**config.mk**
```make
export PLATFORM = sky130hd
export DESIGN_NAME = rr_req_arbiter
export DESIGN_NICKNAME = d
export VERILOG_FILES = /design/src/rtl/rr_req_arbiter.sv
export SDC_FILE = /design/constraint.sdc
export NUM_CORES = 1
export LEC_CHECK = 0
export CAP_MARGIN = 20
export CORE_MARGIN = 2
export CORE_UTILIZATION = 53
export CTS_BUF_LIST = sky130_fd_sc_hd__clkbuf_4
export CTS_CLUSTER_DIAMETER = 30
export DETAILED_ROUTE_END_ITERATION = 12
export PLACE_DENSITY = 0.91
export SYNTH_ARGS = -nofsm -noshare
export SYNTH_HDL_FRONTEND = slang
export SYNTH_SLANG_ARGS = --single-unit
export TNS_END_PERCENT = 20
```
**constraint.sdc**
```tcl
create_clock -name clk -period 2.45 [get_ports clk]
set_input_delay 0.49 -clock clk [delete_from_list [all_inputs] [get_ports clk]]
set_output_delay 0.49 -clock clk [all_outputs]
set_load 0.02 [all_outputs]
```
**src/rtl/rr_req_arbiter.sv**
```systemverilog
// rtl/rr_req_arbiter.sv - round-robin arbiter with bounded hold time and registered one-hot grant
// Optional ARB_LOCK_EN adds a lock input that suppresses preemption while a grant is held.
module rr_req_arbiter #(
  parameter int N        = 4,
  parameter int MAX_HOLD = 8
) (
  input  logic                 clk,
  input  logic                 rst,
  input  logic [N-1:0]         req,
`ifdef ARB_LOCK_EN
  input  logic                 lock,
`endif
  output logic [N-1:0]         grant,
  output logic                 grant_valid,
  output logic [$clog2(N)-1:0] grant_idx,
  output logic                 any_req
);

  localparam int IDX_W = $clog2(N);
  localparam int HC_W  = $clog2(MAX_HOLD + 1);
  localparam logic [HC_W-1:0] HOLD_LAST = HC_W'(MAX_HOLD - 1);
  localparam logic [N-1:0]    ONE       = N'(1);

  typedef enum logic {ST_IDLE, ST_GRANT} state_t;

  state_t            r_state, w_state_nxt;
  logic [N-1:0]      r_grant, w_grant_nxt;
  logic              r_valid, w_valid_nxt;
  logic [IDX_W-1:0]  r_idx,   w_idx_nxt;
  logic [IDX_W-1:0]  r_last,  w_last_nxt;
  logic [HC_W-1:0]   r_hold,  w_hold_nxt;
  logic [N-1:0]      w_search_req;
  logic [IDX_W-1:0]  w_pick;
  logic              w_lock;

`ifdef ARB_LOCK_EN
  assign w_lock = lock;
`else
  assign w_lock = 1'b0;
`endif

  // First set bit searching upward from base+1 with wrap; base itself is checked last.
  function automatic logic [IDX_W-1:0] f_pick(input logic [N-1:0] r, input logic [IDX_W-1:0] base);
    logic [IDX_W-1:0] res;
    logic             found;
    int               j;
    res   = '0;
    found = 1'b0;
    for (int off = 1; off <= N; off++) begin
      j = (int'(base) + off) % N;
      if (!found && r[j]) begin
        found = 1'b1;
        res   = IDX_W'(j);
      end
    end
    return res;
  endfunction

  // While granting, the holder is masked out so a preempt always moves to someone else.
  assign w_search_req = (r_state == ST_GRANT) ? (req & ~r_grant) : req;
  assign w_pick       = f_pick(w_search_req, r_last);
  assign any_req      = |req;

  always_comb begin
    w_state_nxt = r_state;
    w_grant_nxt = r_grant;
    w_valid_nxt = r_valid;
    w_idx_nxt   = r_idx;
    w_last_nxt  = r_last;
    w_hold_nxt  = r_hold;
    case (r_state)
      ST_IDLE: begin
        if (|req) begin
          w_state_nxt = ST_GRANT;
          w_grant_nxt = ONE << w_pick;
          w_valid_nxt = 1'b1;
          w_idx_nxt   = w_pick;
          w_last_nxt  = w_pick;
          w_hold_nxt  = '0;
        end
      end
      ST_GRANT: begin
        if (!req[r_idx]) begin
          w_state_nxt = ST_IDLE;
          w_grant_nxt = '0;
          w_valid_nxt = 1'b0;
          w_hold_nxt  = '0;
        end else if (r_hold < HOLD_LAST) begin
          w_hold_nxt = r_hold + HC_W'(1);
        end else if ((|w_search_req) && !w_lock) begin
          w_grant_nxt = ONE << w_pick;
          w_idx_nxt   = w_pick;
          w_last_nxt  = w_pick;
          w_hold_nxt  = '0;
        end
      end
    endcase
  end

  always_ff @(posedge clk or posedge rst) begin
    if (rst) begin
      r_state <= ST_IDLE;
      r_grant <= '0;
      r_valid <= 1'b0;
      r_idx   <= '0;
      r_last  <= IDX_W'(N - 1);
      r_hold  <= '0;
    end else begin
      r_state <= w_state_nxt;
      r_grant <= w_grant_nxt;
      r_valid <= w_valid_nxt;
      r_idx   <= w_idx_nxt;
      r_last  <= w_last_nxt;
      r_hold  <= w_hold_nxt;
    end
  end

  assign grant       = r_grant;
  assign grant_valid = r_valid;
  assign grant_idx   = r_idx;

endmodule

```
-- Yosys cells after proc, flatten, opt, wreduce, memory -nomap -nowiden
Cells that the tools add are included.
- $add $sub $neg: 5
- multiply operators: 0
- divide/modulo/power cells: 0
- magnitude comparators: 6
- equality and inequality tests: 8
- shift-type cells: 1
- muxes and demuxes: 43
- bitwise logic cells: 7
- reduce and logical (&&, ||, !) cells: 16
- operator list (kind ; number):
    two-way mux 4 bit ; 9
    less-than comparator 3 x 4 -> 1 bit (second input constant) ; 4
    two-way mux 1 bit ; 16
    two-way mux 2 bit ; 8
    one-hot mux 4 bit (2 select lines) ; 2
    binary-select mux 1 bit (select 2 bit) ; 5
    OR reduction 2 bit ; 4
    OR reduction 4 bit ; 2
    != test 2 bit (second input constant) ; 3
    adder 2 x 1 -> 2 bit (second input constant) ; 2
    adder 2 bit (second input constant) ; 2
    adder 4 x 1 -> 4 bit (second input constant) ; 1
    AND 1 bit (first input constant) ; 4
    AND 4 bit ; 1
    less-than comparator 4 x 3 -> 1 bit (second input constant) ; 1
    != test 2 x 1 -> 1 bit (second input constant) ; 2
    != test 4 x 2 -> 1 bit (second input constant) ; 1
    inverter 4 bit ; 1
    one-hot mux 1 bit (2 select lines) ; 2
    one-hot mux 2 bit (2 select lines) ; 1
    AND reduction 2 bit ; 2
    AND reduction 4 bit ; 1
    left shift 1 x 2 -> 4 bit (first input constant) ; 1
    logical AND 1 bit ; 3
    6 further kinds ; 8
- register bits after elaboration: 14
- latch bits: 0
- memory bits (writable): 0
- bits in read-only memories: 0
- input port bits: 6
- output and inout bits: 8
- logic and storage cells: 92
- memories: 0

-- Logic depth before layout (Yosys ltp)
- depth after elaboration: 21
- gate-level depth with buffers: 6
- gate-level depth less buffers: 5

-- Worst setup path before layout
OpenSTA, ideal clock, no wires.
- path type: reg2reg
- from: register r_idx[0] (netlist: grant_idx[0])
- to: register r_idx[0] (netlist: grant_idx[0])
- library setup time: 125 ps
- arrival: 1875 ps
- setup slack: 450 ps
- cell stages (with the launch flop): 6
- buffers on the path: 0
- period minus slack after synthesis: 2000 ps
- cells stage by stage: dfrtp_1 -> mux4_2 -> clkinv_2 -> a211oi_4 -> a211oi_4 -> mux2_2
- longest elaborated chain between the ends: 4
- ends and longest elaborated chain (element ; RTL line ; text):
    start, declared ; 29 ; logic [IDX_W-1:0] r_idx, w_idx_nxt;
    start signal, assigned ; 112 ; r_idx <= w_idx_nxt;
    binary-select mux 1 bit (select 2 bit) ; 83 ; if (!req[r_idx]) begin
    two-way mux 1 bit (implied by the code) ; 83 ;
    != test 2 x 1 -> 1 bit (no line) ; -- ;
    AND reduction 4 bit (no line) ; -- ;
Every way passes these cells. The select of a mux whose other input is x is not followed.
A chain may end at the register's enable or synchronous reset.

-- Worst setup path after layout
- from: input port req[0]
- to: output port any_req
- longest elaborated chain between the ends: 1
- ends and longest elaborated chain (element ; RTL line ; text):
    start, declared ; 9 ; input logic [N-1:0] req,
    OR reduction 4 bit ; 62 ; assign any_req = |req;
    end, declared ; 16 ; output logic any_req
Every way passes these cells.

==> flow_summary_export.csv <==
group,metric,value,unit
logic_synthesis,synthesis.nets,81,
logic_synthesis,syn_avg_cell_area,11.0,µm²
cells_and_area,nFillCells,126,
power,p_int,0.758,mW
timing,relSlewSlack,59.7,%
logic_synthesis,synth_cells,74,
worst_setup_path,r2r_start,"grant_idx[0]",
route,initialDrtViolationCount,19,
place,routabilityCongestion,0.761,
route,via_per_inst,5.98,
route,dr.pass1.iters,4,
cts,cts_tree,"yes",
cts,post_cts_buffers,0,
place,pre_cts_ws,-179,ps
grt,grt_pass1_vias,628,
power,power.density,1240,nW/µm²
worst_setup_path,path_cells,"clkdlybuf4s50_1, or4_1, dlygate4sd2_1",
floorplanning,num_rows,14,
worst_setup_path,rrSetupSlack,470,ps
worst_setup_path,slowest_stage,"or4_1",
timing,setup-violations-final,0,
timing,finClkSkew,1.30,ps
timing,worst_slew_pin_slew,596,ps
job,max-cap-violations,0,
worst_setup_path,worst_ep_arrival_time,1930,ps
power,p_leak,0.460,nW
worst_setup_path,cp-start-kind,"input port",
floorplanning,fp.dieW,43.1,µm
worst_setup_path,critPathKind,"in -> out",
cts,h-tree-depth,1,
cells_and_area,antenna_cells,0,
min_path,holdPathEnd,"grant_valid",
power,swShare,40.3,%
power,p_switching,0.512,mW
floorplanning,core,1470,µm²
worst_setup_path,path_max_fanout,4,
cts,numCtsBuffers,3,
cells_and_area,finalNetCount,105,
logic_synthesis,syn_area,812,µm²
cells_and_area,drive_gt1_share,29.9,%
grt,antenna_found_initial,0,
worst_setup_path,slowest_delay,620,ps
timing,finalHoldViolations,0,
power,p_clk_share,10.9,%
logic_synthesis,ys_seq_area_share,43.5,%
power,irDropWorstVdd,0.774,mV
worst_setup_path,critPathRequiredTime,1960,ps
logic_synthesis,async_flop_share,100,%
floorplanning,initial_core_util,55.2,%
worst_setup_path,end_kind,"output port",
timing,drv_slew,0,
logic_synthesis,ys_warn_count,0,
route,drcViolationCount,0,
timing,fin_crit,2420,ps
route,vias,676,
cts,cts.clk_slew.worst_paths,90,ps
grt,grt_use_total,20.1,%
logic_synthesis,yosysTopAreaCellShare,37.0,%
timing,fmax,413,MHz
cts,clockBufferDepth,2,
power,total_power,1.27,mW
worst_setup_path,r2r_cells,5,
grt,grt_max_degree,15,
power,p_comb_share,54.1,%
route,wl,1.77,mm
worst_setup_path,cp_num_buf_inv,2,
cts,clkLatencyLatePin,280,ps
logic_synthesis,ys.flop_type,"dfrtp_1",
floorplanning,io_pins,14,
logic_synthesis,synth_top_area_cell,"dfrtp_1",
power,seq_power_share,35.0,%
min_path,hold_depth,2,
min_path,holdCritStartpoint,"grant_valid",
floorplanning,chipHeight,43.1,µm
logic_synthesis,synth-seq-cells,14,
grt,overflow,0,
worst_setup_path,r2r_end,"grant_idx[0]",
timing,rsz0062_at_grt,"no",
cells_and_area,final_core_util,69.9,%
logic_synthesis,synth.area.top_cells,"dfrtp_1 (37%), mux2_2 (6.9%), dfstp_2 (6.5%)",
place,dp_hpwl,1.37,mm
grt,grt_pass1_wl,2.78,mm
route,wl_per_cell,15.6,µm
place,port_buffers,13,
cts,cts.sinks,14,
route,ant_nets,0,
cells_and_area,area_growth,26.7,%
timing,setup_ws,28.6,ps
status,status,"finished clean",
worst_setup_path,path_delay_family,"buffers and inverters",
floorplanning,dieArea,1860,µm²
logic_synthesis,synth_edf_count,0,
min_path,hold_class,"reg -> reg",
timing,fin_crit_sh,98.8,%
logic_synthesis,yosys.cell_types.count,34,
cts,root_buffer,"clkbuf_4",
[metrics by stage]
step | instance area [µm²] | TNS (ps) | hold slack [ps] | std cells
floorplan | 812 | 0 | 378 | 74
global placement | 1000 | -273 | 475 | 109
detailed placement | 1000 | -653 | 484 | 109
CTS | 1030 | 0 | 506 | 113
global route | 1030 | 0 | 525 | 113
finish | 1030 | 0 | 500 | 113
[cells in the final DEF (no fill, tap or decap), types with 2 or more instances in the layout]
| cell type | count |
|---|---|
| dfrtp_1 | 12 |
| clkdlybuf4s50_1 | 12 |
| nand2_1 | 7 |
| buf_4 | 7 |
| a21oi_1 | 5 |
| mux2_2 | 5 |
| o21ai_0 | 4 |
| inv_1 | 3 |
| or2b_2 | 3 |
| clkbuf_4 | 3 |
| a21boi_0 | 2 |
| a21bo_2 | 2 |
| nor2_1 | 2 |
| a211oi_4 | 2 |
| a32o_1 | 2 |
| o31ai_1 | 2 |
| a22o_1 | 2 |
| dfstp_2 | 2 |
[synth_stat cells (all sizes together), types with 2 or more instances]
library cell	n
a21bo	2
mux2	5
nor2	3
a32o	2
a22o	2
dfstp	2
a21o	2
a21boi	2
a211oi	2
or2b	3
o31ai	2
nand2	7
a21oi	5
inv	3
o21ai	4
dfrtp	12
[sequential cells by signal, summed over array words and instances, names as in the netlist]
name and count:
grant_idx 2, r_last 2, r_hold 4, grant_valid 1, grant 4, r_state 1
[worst min-delay path: cells and delay by family, from the launching register on]
family / cells / cell delay, ps
flops: 1 / 370
simple gates: 2 / 100
[cell families after synthesis]
logic type | after synthesis | synth area share [%]
buffers and inverters | 5 | 3.39
muxes | 6 | 9.71
DFF | 14 | 43.5
and+or+nand+nor | 22 | 15.4
AOI/OAI and AO/OA | 26 | 26.5
adders and majority gates | 1 | 1.54
[final cells by class]
| class | instances | area (µm²) | area share (%) |
|---|---|---|---|
| Multi-Input combinational cell | 55 | 432 | 42.0 |
| Tap cell | 16 | 20.0 | 1.95 |
| Sequential cell | 14 | 353 | 34.3 |
| Timing Repair Buffer | 20 | 181 | 17.6 |
| Inverter | 4 | 16.3 | 1.58 |
| Clock buffer | 3 | 22.5 | 2.19 |
| Clock inverter | 1 | 3.75 | 0.365 |
[power groups by stage]
stage / Combinational [mW] / Sequential, mW / Clock, mW
after floorplan: 0.433 / 0.455 / 0
after global placement: 0.659 / 0.438 / 0
after detailed placement: 0.687 / 0.447 / 0
after CTS: 0.691 / 0.443 / 0.138
after global routing: 0.742 / 0.459 / 0.148
final: 0.687 / 0.445 / 0.138
[how the worst max path moves through the flow]
stage | start | end | depth (start not counted)
4_1_cts | req[0] | any_req | 3
5_1_grt | req[0] | any_req | 3
3_5_place_dp | req[0] | any_req | 3
3_3_place_gp | req[0] | any_req | 3
6_report | req[0] | any_req | 3
2_1_floorplan | grant_idx[0] | grant_idx[0] | 5
[per-layer routing]
layer / track usage [%] / wire, µm / vias up
met4: 9.09 / 30 / 0
met5: 0 / 0 / -
li1: - / - / 323
met2: 33.7 / 845 / 19
met1: 26.0 / 822 / 330
met3: 1.70 / 67 / 4
[timing repair]
| action | in CTS | in global routing |
|---|---|---|
| hold endpoints to repair | 0 | 0 |
| setup endpoints to repair | 1 | 0 |
| hold buffers | 0 | 0 |
| resized for setup | 1 | 0 |
(Power assumes the default switching activity.)
